### src/rtl/muldiv_unit.sv
`default_nettype none
// ============================================================================
//  Module   : muldiv_unit
//  Purpose  : Multi-cycle multiply / divide unit that owns the HI/LO register
//             pair for the execute stage. Signed/unsigned multiply, MADD/MSUB
//             against HI/LO, radix-2 restoring divide, MTHI/MTLO writes.
//  Ports    :
//    clk        in   rising-edge clock
//    rst        in   asynchronous active-low reset
//    start_i    in   accept op_i/a_i/b_i this cycle (only when idle)
//    op_i       in   operation code (see c_OP_* below, others = NOP)
//    a_i, b_i   in   operands rs / rt
//    annul_i    in   flush the in-flight operation, no HI/LO write
//    busy_o     out  long operation in flight
//    stall_o    out  pipeline hold request
//    done_o     out  one-cycle result-valid pulse
//    res_hi_o   out  result high half / remainder
//    res_lo_o   out  result low half / quotient
//    hi_o, lo_o out  architectural HI / LO registers
//  Revision : 1.0  initial release
// ============================================================================
module muldiv_unit #(
  parameter int               WIDTH      = 32,
  parameter int               MUL_LAT    = 2,
  parameter logic [WIDTH-1:0] DIV_ZERO_Q = '1
) (
  input  logic             clk,
  input  logic             rst,
  input  logic             start_i,
  input  logic [3:0]       op_i,
  input  logic [WIDTH-1:0] a_i,
  input  logic [WIDTH-1:0] b_i,
  input  logic             annul_i,
  output logic             busy_o,
  output logic             stall_o,
  output logic             done_o,
  output logic [WIDTH-1:0] res_hi_o,
  output logic [WIDTH-1:0] res_lo_o,
  output logic [WIDTH-1:0] hi_o,
  output logic [WIDTH-1:0] lo_o
);

  localparam logic [3:0] c_OP_MULT  = 4'd1;
  localparam logic [3:0] c_OP_MULTU = 4'd2;
  localparam logic [3:0] c_OP_DIV   = 4'd3;
  localparam logic [3:0] c_OP_DIVU  = 4'd4;
  localparam logic [3:0] c_OP_MTHI  = 4'd5;
  localparam logic [3:0] c_OP_MTLO  = 4'd6;
  localparam logic [3:0] c_OP_MADD  = 4'd7;
  localparam logic [3:0] c_OP_MADDU = 4'd8;
  localparam logic [3:0] c_OP_MSUB  = 4'd9;
  localparam logic [3:0] c_OP_MSUBU = 4'd10;

  // Counter must hold both MUL_LAT-1 and WIDTH-1.
  localparam int              c_CNT_MAX = (WIDTH > MUL_LAT) ? WIDTH : MUL_LAT;
  localparam int              c_CW      = $clog2(c_CNT_MAX) + 1;
  localparam logic [c_CW-1:0] c_MUL_CNT = c_CW'(MUL_LAT - 1);
  localparam logic [c_CW-1:0] c_DIV_CNT = c_CW'(WIDTH - 1);
  localparam logic [WIDTH-1:0] c_MOST_NEG = {1'b1, {(WIDTH-1){1'b0}}};

  typedef enum logic [2:0] {
    S_IDLE     = 3'd0,
    S_MUL      = 3'd1,
    S_DIV_PREP = 3'd2,
    S_DIV_ITER = 3'd3,
    S_DIV_FIX  = 3'd4,
    S_DONE     = 3'd5
  } state_t;

  state_t r_state;
  state_t w_state_nxt;

  logic [3:0]         r_op;
  logic [WIDTH-1:0]   r_a;
  logic [WIDTH-1:0]   r_b;
  logic [2*WIDTH-1:0] r_acc;
  logic [c_CW-1:0]    r_cnt;
  logic [WIDTH-1:0]   r_rem;
  logic [WIDTH-1:0]   r_quo;
  logic [WIDTH-1:0]   r_dvs;
  logic               r_neg_q;
  logic               r_neg_r;
  logic [WIDTH-1:0]   r_hi;
  logic [WIDTH-1:0]   r_lo;
  logic [WIDTH-1:0]   r_res_hi;
  logic [WIDTH-1:0]   r_res_lo;

  // --------------------------------------------------------------------------
  // Opcode decode of the incoming request
  // --------------------------------------------------------------------------
  logic w_in_mul;
  logic w_in_div;
  logic w_in_long;
  logic w_accept;

  assign w_in_mul  = (op_i == c_OP_MULT)  || (op_i == c_OP_MULTU) ||
                     (op_i == c_OP_MADD)  || (op_i == c_OP_MADDU) ||
                     (op_i == c_OP_MSUB)  || (op_i == c_OP_MSUBU);
  assign w_in_div  = (op_i == c_OP_DIV) || (op_i == c_OP_DIVU);
  assign w_in_long = w_in_mul || w_in_div;
  assign w_accept  = (r_state == S_IDLE) && start_i && !annul_i;

  // --------------------------------------------------------------------------
  // Multiply datapath: operands extended to 2*WIDTH so a single truncated
  // multiplier gives the correct signed or unsigned double-width product.
  // --------------------------------------------------------------------------
  logic               w_mul_signed;
  logic [2*WIDTH-1:0] w_ext_a;
  logic [2*WIDTH-1:0] w_ext_b;
  logic [2*WIDTH-1:0] w_prod;
  logic [2*WIDTH-1:0] w_mul_res;

  assign w_mul_signed = (r_op == c_OP_MULT) || (r_op == c_OP_MADD) ||
                        (r_op == c_OP_MSUB);
  assign w_ext_a = {{WIDTH{w_mul_signed & r_a[WIDTH-1]}}, r_a};
  assign w_ext_b = {{WIDTH{w_mul_signed & r_b[WIDTH-1]}}, r_b};
  assign w_prod  = w_ext_a * w_ext_b;

  always_comb begin
    w_mul_res = w_prod;
    if ((r_op == c_OP_MADD) || (r_op == c_OP_MADDU)) begin
      w_mul_res = r_acc + w_prod;
    end else if ((r_op == c_OP_MSUB) || (r_op == c_OP_MSUBU)) begin
      w_mul_res = r_acc - w_prod;
    end
  end

  // --------------------------------------------------------------------------
  // Divide datapath: one restoring shift-subtract step per cycle. The dividend
  // is shifted out of r_quo MSB-first while quotient bits shift in at the LSB.
  // --------------------------------------------------------------------------
  logic             w_div_signed;
  logic [WIDTH:0]   w_rem_sh;
  logic             w_fits;
  logic [WIDTH:0]   w_rem_sub;
  logic [WIDTH-1:0] w_abs_a;
  logic [WIDTH-1:0] w_abs_b;
  logic             w_div_ovf;

  assign w_div_signed = (r_op == c_OP_DIV);
  assign w_rem_sh     = {r_rem, r_quo[WIDTH-1]};
  assign w_fits       = (w_rem_sh >= {1'b0, r_dvs});
  assign w_rem_sub    = w_rem_sh - {1'b0, r_dvs};
  assign w_abs_a      = (w_div_signed && r_a[WIDTH-1]) ? -r_a : r_a;
  assign w_abs_b      = (w_div_signed && r_b[WIDTH-1]) ? -r_b : r_b;
  // Most-negative / -1 does not fit in WIDTH bits; pin the result explicitly.
  assign w_div_ovf    = w_div_signed && (r_a == c_MOST_NEG) && (r_b == '1);

  // --------------------------------------------------------------------------
  // FSM state register
  // --------------------------------------------------------------------------
  always_ff @(posedge clk or negedge rst) begin
    if (!rst) begin
      r_state <= S_IDLE;
    end else begin
      r_state <= w_state_nxt;
    end
  end

  // --------------------------------------------------------------------------
  // FSM next state and handshake outputs
  // --------------------------------------------------------------------------
  always_comb begin
    w_state_nxt = r_state;
    busy_o      = (r_state != S_IDLE) && (r_state != S_DONE);
    done_o      = (r_state == S_DONE) && !annul_i;
    stall_o     = busy_o || (start_i && w_in_long && (r_state == S_IDLE));

    if (annul_i && (r_state != S_IDLE)) begin
      w_state_nxt = S_IDLE;
    end else begin
      case (r_state)
        S_IDLE: begin
          if (w_accept && w_in_mul) begin
            w_state_nxt = S_MUL;
          end else if (w_accept && w_in_div) begin
            w_state_nxt = S_DIV_PREP;
          end
        end
        S_MUL:      if (r_cnt == '0) w_state_nxt = S_DONE;
        S_DIV_PREP: w_state_nxt = S_DIV_ITER;
        S_DIV_ITER: if (r_cnt == '0) w_state_nxt = S_DIV_FIX;
        S_DIV_FIX:  w_state_nxt = S_DONE;
        S_DONE:     w_state_nxt = S_IDLE;
        default:    w_state_nxt = S_IDLE;
      endcase
    end
  end

  // --------------------------------------------------------------------------
  // Datapath registers and HI/LO
  // --------------------------------------------------------------------------
  always_ff @(posedge clk or negedge rst) begin
    if (!rst) begin
      r_op     <= '0;
      r_a      <= '0;
      r_b      <= '0;
      r_acc    <= '0;
      r_cnt    <= '0;
      r_rem    <= '0;
      r_quo    <= '0;
      r_dvs    <= '0;
      r_neg_q  <= 1'b0;
      r_neg_r  <= 1'b0;
      r_hi     <= '0;
      r_lo     <= '0;
      r_res_hi <= '0;
      r_res_lo <= '0;
    end else begin
      case (r_state)
        S_IDLE: begin
          if (w_accept) begin
            r_op  <= op_i;
            r_a   <= a_i;
            r_b   <= b_i;
            r_acc <= {r_hi, r_lo};
            r_cnt <= c_MUL_CNT;
            if (op_i == c_OP_MTHI) r_hi <= a_i;
            if (op_i == c_OP_MTLO) r_lo <= a_i;
          end
        end
        S_MUL: begin
          if (!annul_i) begin
            if (r_cnt == '0) begin
              {r_res_hi, r_res_lo} <= w_mul_res;
            end else begin
              r_cnt <= r_cnt - 1'b1;
            end
          end
        end
        S_DIV_PREP: begin
          r_quo   <= w_abs_a;
          r_dvs   <= w_abs_b;
          r_rem   <= '0;
          r_neg_q <= w_div_signed && (r_a[WIDTH-1] ^ r_b[WIDTH-1]);
          r_neg_r <= w_div_signed && r_a[WIDTH-1];
          r_cnt   <= c_DIV_CNT;
        end
        S_DIV_ITER: begin
          r_rem <= w_fits ? w_rem_sub[WIDTH-1:0] : w_rem_sh[WIDTH-1:0];
          r_quo <= {r_quo[WIDTH-2:0], w_fits};
          if (r_cnt != '0) r_cnt <= r_cnt - 1'b1;
        end
        S_DIV_FIX: begin
          if (!annul_i) begin
            if (r_b == '0) begin
              r_res_lo <= DIV_ZERO_Q;
              r_res_hi <= r_a;
            end else if (w_div_ovf) begin
              r_res_lo <= c_MOST_NEG;
              r_res_hi <= '0;
            end else begin
              r_res_lo <= r_neg_q ? -r_quo : r_quo;
              r_res_hi <= r_neg_r ? -r_rem : r_rem;
            end
          end
        end
        S_DONE: begin
          if (!annul_i) begin
            r_hi <= r_res_hi;
            r_lo <= r_res_lo;
          end
        end
        default: begin
        end
      endcase
    end
  end

  assign res_hi_o = r_res_hi;
  assign res_lo_o = r_res_lo;
  assign hi_o     = r_hi;
  assign lo_o     = r_lo;

endmodule
`default_nettype wire

### config.mk
export PLATFORM = sky130hd
export DESIGN_NAME = muldiv_unit
export DESIGN_NICKNAME = d
export VERILOG_FILES = /design/src/rtl/muldiv_unit.sv
export SDC_FILE = /design/constraint.sdc
export NUM_CORES = 2
export LEC_CHECK = 0
export CORE_MARGIN = 3
export CORE_UTILIZATION = 25
export CTS_CLUSTER_SIZE = 10
export DETAILED_ROUTE_END_ITERATION = 6
export HOLD_SLACK_MARGIN = 0.05
export SLEW_MARGIN = 10
export SYNTH_ARGS = -nofsm -noshare
export SYNTH_HDL_FRONTEND = slang
export SYNTH_SLANG_ARGS = --single-unit
export TNS_END_PERCENT = 10
### constraint.sdc
create_clock -name clk -period 12.65 [get_ports clk]
set_input_delay 1.265 -clock clk [delete_from_list [all_inputs] [get_ports clk]]
set_output_delay 1.265 -clock clk [all_outputs]
set_load 0.01 [all_outputs]
==> impl_results.md <==
- Status: finished clean
- Non-filler instance count after layout: 11,000
- Total track usage: 0.170
- Initial Util: 0.253
- Async SR Flop Fraction: 1.00
- Ys flop type: dfrtp_1
- Post-CTS Setup Bufs: 0
- CORE AREA: 0.261 mm²
- Vias in the first global route: 55,300
- # rows: 187
- Share of cells above drive strength 1: 0.0596
- Net count after synthesis: 9,170
- Slowest Stage Delay on Critical Path: 940 ps
- Most frequent cells after synthesis: inv_1, nand2_1, fa_1
- Met2 wire len: 102,000 µm
- Antenna-violating nets left: 0
- Num CTS Buffers: 47
- RSZ-0062 raised after global routing: false
- Largest cells by area after synthesis: fa_1, dfrtp_1, ha_1
- Largest net degree at the start of global routing: 162
- Worst-skew pair later-pin latency: 670 ps
- Drt wl/cell: 21.0 µm
- Vias: 54,200
- Layout Skew: 33.9 ps
- Fmax: 81.9 MHz
- Detailed Route Iter0 Violations: 5,382
- I/O Buffers: 202
- Final wirelength: 232,000 µm
- Syn Std Cell Area: 0.0659 mm²
- M1 WL: 102,000 µm
- TritonCTS Sinks: 367
- H-tree depth: 2
- Remaining DRCs: 0
- Min cycle time layout: 12,200 ps
- Synthesis Warnings: 0
- Placed Cells incl. Taps: 11,000
- Worst slew pin tran: 1230 ps
- First-pass GRT wire length: 355,000 µm
- Crit path top cell by count: fa_1
- Clk buf depth: 3
- Worst Setup End Kind: flip-flop
- Final hold violations: 0
- Critical Path AT: 12,700 ps
- Distinct cell type count of the synthesized netlist: 106
- Final setup vio count: 0
- Seq cells post-synth: 367
- Synth top area share: 0.343
- Max-Cap Viols: 0
- Seq/Total Area, Yosys: 0.139
- EDFF count, synth: 0
- Rel. slew slack: 0.179
- Chip Width: 519 µm
- Die Ht: 519 µm
- Slew Viols, Final: 0
- Total Nets Final: 9,101
- CTS root buffer: clkbuf_16
- DP Wirelength: 187,000 µm
- Initial antenna violation count: 11
- Kind of critical path: flip-flop to flip-flop
- Die area: 0.270 mm²
- Worst-path fanout max: 14
- Max Used Layer: met5
- Slowest cell on the critical path: dfrtp_1
- Critical Path RT: 13,150 ps
- Mapped Avg Cell Area: 8.69 µm²
- Aggregate global routing overflow: 0
- Synth area leader: fa_1
- Register clock-pin slew on the reported worst setup and hold paths: 60 ps
- Detail Route met3 WL: 19,700 µm
- Mapped Cells: 7,587
- Vias per cell: 4.91
- Area grow syn2layout: 11.0%
- Drt pass-1 iters: 6
- Critical path startpoint category: flip-flop
- Hold WC Path Type: flip-flop to flip-flop
- CTS tree: done
- Final setup TNS: 0 ps
- Most frequent cell after synthesis: inv_1
- Num ports: 203
- GPL Wtd Cong: 0.959
- Final period util: 0.965
==> what timing repair did <==
action / CTS / global route
gates resized for setup: 0 / 5
hold buffers: 0 / 0
endpoints found under the setup margin: 0 / 7
hold endpoints to repair: 0 / 0
==> path summary, 6_finish.rpt <==
path / slack, ps / cells after the start / to / startpoint
worst min-delay path: 480 / 2 / r_dvs[17]$_DFFE_PN0P_ / r_dvs[17]$_DFFE_PN0P_
worst max-delay path: 450 / 37 / res_hi_o[16]$_DFFE_PN0P_ / r_a[16]$_DFFE_PN0P_
min in group asynchronous: 560 / 1 / r_b[31]$_DFFE_PN0P_ / rst
worst max register to register: 450 / 37 / res_hi_o[16]$_DFFE_PN0P_ / r_a[16]$_DFFE_PN0P_
worst min register to register: 480 / 2 / r_dvs[17]$_DFFE_PN0P_ / r_dvs[17]$_DFFE_PN0P_
max in group asynchronous: 10580 / 2 / res_lo_o[10]$_DFFE_PN0P_ / rst
==> state kept, by name, summed over array words and instances (netlist names), 32 cells and up <==
| register | count |
|---|---|
| r_a | 32 |
| res_lo_o | 32 |
| r_dvs | 32 |
| r_b | 32 |
| r_acc | 64 |
| r_quo | 32 |
| res_hi_o | 32 |
| r_rem | 32 |
| hi_o | 32 |
| lo_o | 32 |
==> metal layers <==
layer  vias to the layer above  global-route usage
li1                      24000                   -
met3                       338              0.0250
met4                         2              0.0595
met1                     27400               0.242
met5                         -                   0
met2                      2486               0.262
==> kinds of logic after synthesis <==
| group | Yosys count | synth area share |
|---|---|---|
| simple gates | 2128 | 0.147 |
| compound gates | 1439 | 0.139 |
| buf+inv | 1748 | 0.102 |
| fa+ha+maj | 1511 | 0.415 |
| mux | 137 | 0.0233 |
| xor+xnor | 257 | 0.0342 |
| flops | 367 | 0.139 |
==> area by class of cell <==
type | count | area, µm²
inverter | 1265 | 4750
tap | 3496 | 4370
fill | 27800 | 188000
clock inverter | 11 | 149
timing repair buffer | 365 | 3300
antenna | 1 | 2.50
clock buffer | 58 | 1280
sequential | 367 | 9190
multi-input combinational | 5472 | 50100
==> per-stage QoR <==
stage          hold WS (ps)   util  area [µm²]  worst slack, ps
2_1_floorplan           450      -       65900             2560
3_3_place_gp            461  0.275       71700              698
3_5_place_dp            471  0.275       71700              604
4_1_cts                 485  0.280       73100              543
5_1_grt                 501  0.280       73100              185
6_report                480  0.280       73100              446
==> cells in the final DEF (no fill, tap or decap), types with 61 or more instances in the layout <==
cell,synthesis,final
a21o_1,81,81
a21oi_1,455,455
and2_1,300,299
buf_4,4,159
clkdlybuf4s50_1,0,201
dfrtp_1,367,364
fa_1,1128,1128
ha_1,383,383
inv_1,1261,1261
mux2_2,132,132
nand2_1,1141,1136
nor2_1,296,293
nor3_1,67,66
o21ai_0,348,348
o21bai_1,61,61
o31ai_1,78,77
xnor2_1,165,165
xor2_1,92,92
==> worst max-delay path, delay by kind of cell (launching register included) <==
kind | cells | cell delay, ps
simple gates | 9 | 2650
compound gates | 8 | 1920
buf+inv | 8 | 720
xor+xnor | 2 | 760
flops | 1 | 940
fa+ha+maj | 10 | 5040
Power is not shown: default switching activity piles up to over one toggle a cycle in this logic, so the estimate is an artifact.
